--- src/rtl/fetch_sequencer.sv ---
// ============================================================================
// fetch_sequencer : PC owner, instruction-fetch handshake, skid buffer, stats
// Rev 1.0
// ============================================================================
`default_nettype none

module fetch_sequencer #(
  parameter int                   WORD_SIZE  = 16,
  parameter logic [WORD_SIZE-1:0] RESET_PC   = '0,
  parameter int                   STAT_WIDTH = 16
) (
  input  logic                  clk,
  input  logic                  reset_n,
  output logic                  i_readM,
  output logic [WORD_SIZE-1:0]  i_address,
  input  logic                  i_ready,
  input  logic [WORD_SIZE-1:0]  i_data,
  output logic [WORD_SIZE-1:0]  pred_pc,
  output logic [WORD_SIZE-1:0]  pred_instr,
  input  logic [WORD_SIZE-1:0]  pred_next_pc,
  input  logic                  stall,
  input  logic                  redirect,
  input  logic [WORD_SIZE-1:0]  redirect_pc,
  output logic                  if_valid,
  output logic [WORD_SIZE-1:0]  if_instr,
  output logic [WORD_SIZE-1:0]  if_pc,
  output logic                  flush,
  output logic [STAT_WIDTH-1:0] stat_fetched,
  output logic [STAT_WIDTH-1:0] stat_redirects
);

  localparam logic [STAT_WIDTH-1:0] c_stat_one = {{(STAT_WIDTH-1){1'b0}}, 1'b1};

  typedef enum logic [1:0] {S_IDLE, S_FETCH, S_HOLD, S_DRAIN} state_t;

  state_t               r_state, w_next_state;
  logic [WORD_SIZE-1:0] r_pc, w_pc;
  logic [WORD_SIZE-1:0] r_drain_addr, w_drain_addr;
  logic                 r_buf_valid, w_buf_valid;
  logic [WORD_SIZE-1:0] r_buf_instr, w_buf_instr;
  logic [WORD_SIZE-1:0] r_buf_pc, w_buf_pc;
  logic [WORD_SIZE-1:0] r_buf_next, w_buf_next;
  logic                 r_if_valid, w_if_valid;
  logic [WORD_SIZE-1:0] r_if_instr, w_if_instr;
  logic [WORD_SIZE-1:0] r_if_pc, w_if_pc;
  logic                 r_flush;
  logic [STAT_WIDTH-1:0] r_stat_fetched, r_stat_redirects;
  logic                 w_redirect_taken;
  logic                 w_deliver;

  always_comb begin
    w_next_state     = r_state;
    w_pc             = r_pc;
    w_drain_addr     = r_drain_addr;
    w_buf_valid      = r_buf_valid;
    w_buf_instr      = r_buf_instr;
    w_buf_pc         = r_buf_pc;
    w_buf_next       = r_buf_next;
    w_if_valid       = r_if_valid;
    w_if_instr       = r_if_instr;
    w_if_pc          = r_if_pc;
    w_deliver        = 1'b0;
    w_redirect_taken = redirect && (r_state != S_IDLE);

    if (w_redirect_taken) begin
      // An unanswered request must still complete before fetching the new path
      w_pc        = redirect_pc;
      w_if_valid  = 1'b0;
      w_buf_valid = 1'b0;
      if ((r_state == S_FETCH || r_state == S_DRAIN) && !i_ready) begin
        w_next_state = S_DRAIN;
        if (r_state == S_FETCH) w_drain_addr = r_pc;
      end else begin
        w_next_state = S_FETCH;
      end
    end else begin
      case (r_state)
        S_IDLE: w_next_state = S_FETCH;
        S_FETCH: begin
          if (i_ready && !stall) begin
            w_if_valid = 1'b1;
            w_if_instr = i_data;
            w_if_pc    = r_pc;
            w_pc       = pred_next_pc;
            w_deliver  = 1'b1;
          end else if (i_ready) begin
            w_buf_valid  = 1'b1;
            w_buf_instr  = i_data;
            w_buf_pc     = r_pc;
            w_buf_next   = pred_next_pc;
            w_next_state = S_HOLD;
          end else if (!stall) begin
            w_if_valid = 1'b0;
          end
        end
        S_HOLD: begin
          if (!stall) begin
            w_if_valid   = 1'b1;
            w_if_instr   = r_buf_instr;
            w_if_pc      = r_buf_pc;
            w_pc         = r_buf_next;
            w_buf_valid  = 1'b0;
            w_deliver    = 1'b1;
            w_next_state = S_FETCH;
          end
        end
        S_DRAIN: begin
          if (!stall) w_if_valid = 1'b0;
          if (i_ready) w_next_state = S_FETCH;
        end
        default: w_next_state = S_IDLE;
      endcase
    end
  end

  always_ff @(posedge clk or negedge reset_n) begin
    if (!reset_n) begin
      r_state          <= S_IDLE;
      r_pc             <= RESET_PC;
      r_drain_addr     <= RESET_PC;
      r_buf_valid      <= 1'b0;
      r_buf_instr      <= '0;
      r_buf_pc         <= '0;
      r_buf_next       <= '0;
      r_if_valid       <= 1'b0;
      r_if_instr       <= '0;
      r_if_pc          <= '0;
      r_flush          <= 1'b0;
      r_stat_fetched   <= '0;
      r_stat_redirects <= '0;
    end else begin
      r_state      <= w_next_state;
      r_pc         <= w_pc;
      r_drain_addr <= w_drain_addr;
      r_buf_valid  <= w_buf_valid;
      r_buf_instr  <= w_buf_instr;
      r_buf_pc     <= w_buf_pc;
      r_buf_next   <= w_buf_next;
      r_if_valid   <= w_if_valid;
      r_if_instr   <= w_if_instr;
      r_if_pc      <= w_if_pc;
      r_flush      <= w_redirect_taken;
      if (w_deliver && r_stat_fetched != '1)
        r_stat_fetched <= r_stat_fetched + c_stat_one;
      if (w_redirect_taken && r_stat_redirects != '1)
        r_stat_redirects <= r_stat_redirects + c_stat_one;
    end
  end

  assign i_readM        = (r_state == S_FETCH) || (r_state == S_DRAIN);
  assign i_address      = (r_state == S_DRAIN) ? r_drain_addr : r_pc;
  assign pred_pc        = (r_state == S_HOLD) ? r_buf_pc : r_pc;
  assign pred_instr     = (r_state == S_HOLD) ? r_buf_instr : i_data;
  assign if_valid       = r_if_valid;
  assign if_instr       = r_if_instr;
  assign if_pc          = r_if_pc;
  assign flush          = r_flush;
  assign stat_fetched   = r_stat_fetched;
  assign stat_redirects = r_stat_redirects;

endmodule

`default_nettype wire

--- config.mk ---
export PLATFORM = sky130hd
export DESIGN_NAME = fetch_sequencer
export DESIGN_NICKNAME = d
export VERILOG_FILES = /design/src/rtl/fetch_sequencer.sv
export SDC_FILE = /design/constraint.sdc
export NUM_CORES = 1
export LEC_CHECK = 0
export ABC_AREA = 1
export CAP_MARGIN = 20
export CORE_MARGIN = 10
export CORE_UTILIZATION = 46
export DETAILED_ROUTE_END_ITERATION = 6
export HOLD_SLACK_MARGIN = 0.1
export PLACE_DENSITY_LB_ADDON = 0.2
export SETUP_SLACK_MARGIN = 0.1
export SLEW_MARGIN = 20
export SYNTH_ARGS = -nofsm -noshare
export SYNTH_HDL_FRONTEND = slang
export SYNTH_SLANG_ARGS = --single-unit
export TNS_END_PERCENT = 30
--- constraint.sdc ---
create_clock -name clk -period 1.5 [get_ports clk]
set_input_delay 0.3 -clock clk [delete_from_list [all_inputs] [get_ports clk]]
set_output_delay 0.3 -clock clk [all_outputs]
set_load 0.02 [all_outputs]
==> results <==
- At the end of routability-driven placement, the weighted congestion stood at around 0.86.
- The tool flagged a number of max-cap violations equal to 0.
- The critical path startpoint is r_state[0].
- In the synthesized netlist, the number of instances is between 900 and 1k.
- The global-route wire length before repair is a little under 40 mm.
- The worst setup path is launched from a flip-flop.
- The worst register-to-register path ends at if_pc[13].
- The minimum clock period is ~2.1 ns.
- The timing-limited maximum frequency is slightly below 500 MHz.
- The standby leakage power is 0.00574 uW.
- The synthesized net count is 1047.
- In the final routed layout, each cell accounts on average for 16.8 um.
- The post-layout net count is about 1.3k.
- The sequential cell area fraction in the yosys report is 0.506.
- The number of hold violations in the final report is 0.
- The number of cells on the worst reg-to-reg path is 10.
- The later pin in the worst-skew pair is clocked with a latency of ~0.43 ns.
- The setup TNS is -89.05 ns.
- The number of register bits inferred by synthesis is approximately 150.
- The dominant delay contributor by cell family on the critical path is buffers and inverters.
- After detailed routing, the total wire length is about 25 mm.
- Following the worst setup path forward leads to its endpoint at pred_instr[8].
- The detailed-route vias per instance is 5.16.
- The highest ir drop seen on vdd is about 0.0012 V.
- In this run the power density over the cells is just over 2000 nW/um^2.
- The beginning of the worst register-to-register path is r_state[0].
- The total buffers and inverters traversed by the critical path is 4.
- Clock tree synthesis inserted a total of 17 buffers.
- The hold slack is 0.353 ns.
- At the pin with the least slew margin, the transition time is 0.426 ns.
- Of all nets on the critical path, the largest fanout is 17.
- Entering global routing, the biggest net connects 45 pins.
- The parity-gate share of the synthesized area counting xor and xnor cells is 0.0120.
- The clock passes through at most 2 buffers.
- The synthesized netlist occupies a cell area of approximately 7300 sq um.
- The area enclosed by the die boundary is 21300 sq um.
- The root buffer cell chosen for the clock tree is clkbuf_16.
- The H-tree generated during clock tree synthesis spans 4 levels.
- The sink count of the clock tree is 148.
- The flop-to-flop setup slack is -0.50 ns.
- The total number of vias is about 7.7k.
- The Yosys step of the flow raised 0 warnings.
- The portion of synthesized area spent on multiplexers is 0.
- Across every metal layer, demand over resource in global routing totals 0.223.
- The number of antenna violations at the first check in global routing is 1.
- In the final layout, flip-flops and latches occupy roughly 3700 sq um.
- The adder-cell share of the synthesized area is 0.0120.
- The slowest cell on the critical path is dfrtp_2.
- After layout, the design draws a total of approximately 24000 uW.
- The first-pass detailed-route iteration total is 7.
- Of the total synthesized cell area, the portion taken by AND, OR, NAND and NOR gates is 0.299.
- Counting distinct cell types in the post-synthesis netlist gives 24.
- Of the cells placed in the final design, the portion with a size suffix greater than 1 is 0.268.
- The number of global-route vias before repair is 7623.
- For this configuration, the core starts out at a cell density of 0.465.
- Dividing the final minimum period by the clock period gives 1.38.
- The global route total overflow is 0.
- For this run, the leading register cell type out of synthesis is dfrtp_1.
- For the worst setup path, the data arrival time is 1.77 ns.
- The run finished, with violations left.
- The remaining max-slew budget at the tightest pin is 0.716.
- The critical path goes through inv_4 -> ha_4 -> buf_12 -> inv_16 -> nand2_1 -> nand2_2 -> buf_6.
- STA puts the critical path data required time at between 1 and 1.5 ns.
- The mean area per synthesized cell is between 7 and 8 sq um.
- The final clock skew is about 0.0072 ns.
- The number of I/O pins is around 170.
- TritonCTS built the clock tree.
- From synthesis to final layout, the design area changed by 63.3%.
- The critical path is of the flip-flop to output port type.
- Setup repair after global routing could not meet its margin everywhere.
- The number of enable flip-flop cells after synthesis is 0.
- The count of antenna-violating nets left after detailed routing is 0.
- After clock tree synthesis, the clock-pin slew on the worst setup and hold paths is around 0.06 ns.
- The number of fillers in the final layout is 1081.
- The DRC violation count after routing is 0.
- The violation count after the first detailed-routing iteration is around 560.
- The maximum cell stage delay along the critical path is about 0.45 ns.
- In the synthesized netlist the async set-or-reset flop fraction comes to 1.00.
- The combined area of the multi-input logic cells is between 3000 and 4000 sq um.
- At the placement stage, the worst setup path has a slack of -0.612 ns.
- The max-slew violation count came to 0.
- Setup violations remaining at the end of the flow were counted as 259.
- The HPWL after detailed placement is between 15 and 20 mm.
- The min-delay analysis places its worst path in the category input pin to async pin.
- After synthesis, the largest family of logic cells by area is simple AND/OR/NAND/NOR gates.
- The core region is 15700 sq um.
- The die extent in y is 146 um.
- The count of input and output buffers is about 170.
- In the post-route analysis, the smallest setup slack over all paths is -0.571 ns.
- The worst setup path is captured at an output port.
- The share of the synthesized area in compound gates (AO/OA/AOI/OAI) is 0.105.
- Counting buffers and inverters, the worst setup path is 7 cells deep.
- The row count is 46.
- The floorplan step set the die width to between 100 and 150 um.
- The final reports fail on negative setup slack.
[cell usage after synthesis, drive strengths merged (3+ instances only)]
cell type  number  share of area
a21oi           4         0.0033
nand3          49          0.034
nor2           42          0.022
xnor2           6         0.0072
nand4          11         0.0094
nand2         445           0.23
ha              7          0.012
o211ai          3         0.0031
xor2            4         0.0048
nand3b          4         0.0041
buf            26          0.018
dfrtp         148           0.51
clkbuf         22          0.011
o21ai         143          0.098
inv            71          0.036
[per-layer routing]
metal	part of all wire	GRT usage
met4	0.025	0.0791
met5	0	0
met3	0.077	0.0575
met1	0.40	0.268
met2	0.50	0.380
[layout make-up]
cell class | instances | area share
Antenna cell | 1 | 0.000210
Clock inverter | 11 | 0.0147
Sequential cell | 148 | 0.311
Inverter | 71 | 0.0241
Timing Repair Buffer | 313 | 0.272
Tap cell | 216 | 0.0226
Clock buffer | 21 | 0.0377
Multi-Input combinational cell | 721 | 0.318
[worst min path at each step]
stage,from,to,cells past startpoint
floorplan,reset_n,flush,0
CTS,reset_n,if_pc[5],2
global placement,reset_n,if_pc[6],1
finish,reset_n,if_pc[5],2
detailed placement,reset_n,if_pc[6],1
global route,reset_n,if_pc[5],2
[state kept, by name, indices dropped and copies added, names as in the netlist]
register	cells
stat_redirects	16
r_pc	16
flush	1
stat_fetched	16
r_buf_pc	16
if_instr	16
r_drain_addr	16
if_valid	1
r_buf_next	16
if_pc	16
r_state	2
r_buf_instr	16
[through the flow]
| step | utilization | cells | area [sq um] |
|---|---|---|---|
| floorplan | - | 987 | 7860 |
| CTS | 0.745 | 1491 | 11700 |
| detailed placement | 0.666 | 1440 | 10500 |
| global placement | 0.666 | 1440 | 10500 |
| finish | 0.760 | 1502 | 11900 |
| global route | 0.760 | 1502 | 11900 |
[report_power, final]
group / switching [uW] / internal (uW) / leakage, uW
combinational: 7060 / 6030 / 0.00357
sequential: 1100 / 5630 / 0.00187
clock: 1750 / 2840 / 0.000298
total: 9910 / 14500 / 0.00574
[cell families after synthesis]
logic type,count (synthesis)
and+or+nand+nor,553
buffers and inverters,119
DFF,148
AOI/OAI and AO/OA,150
adders and majority gates,7
xor gates and xnor gates,10
[repair_timing]
| item | 4_1_cts | 5_1_grt |
|---|---|---|
| pin swaps | 20 | 8 |
| hold buffers | 1 | 0 |
| endpoints found under the setup margin | 262 | 262 |
| hold endpoints to repair | 32 | 0 |
| gates resized for setup | 379 | 48 |
| gates cloned | 7 | 2 |
| buffers inserted | 12 | 8 |
[placed cells by master (no fill, tap or decap), types with 35 or more instances in the layout]
master           count
nand2_1            391
dfrtp_1            142
clkdlybuf4s50_1    114
buf_4              106
o21ai_0             74
inv_1               64
buf_6               61
nand3_1             48
nor2_1              36
o21ai_1             35
Power figures use the tool's default switching activity.
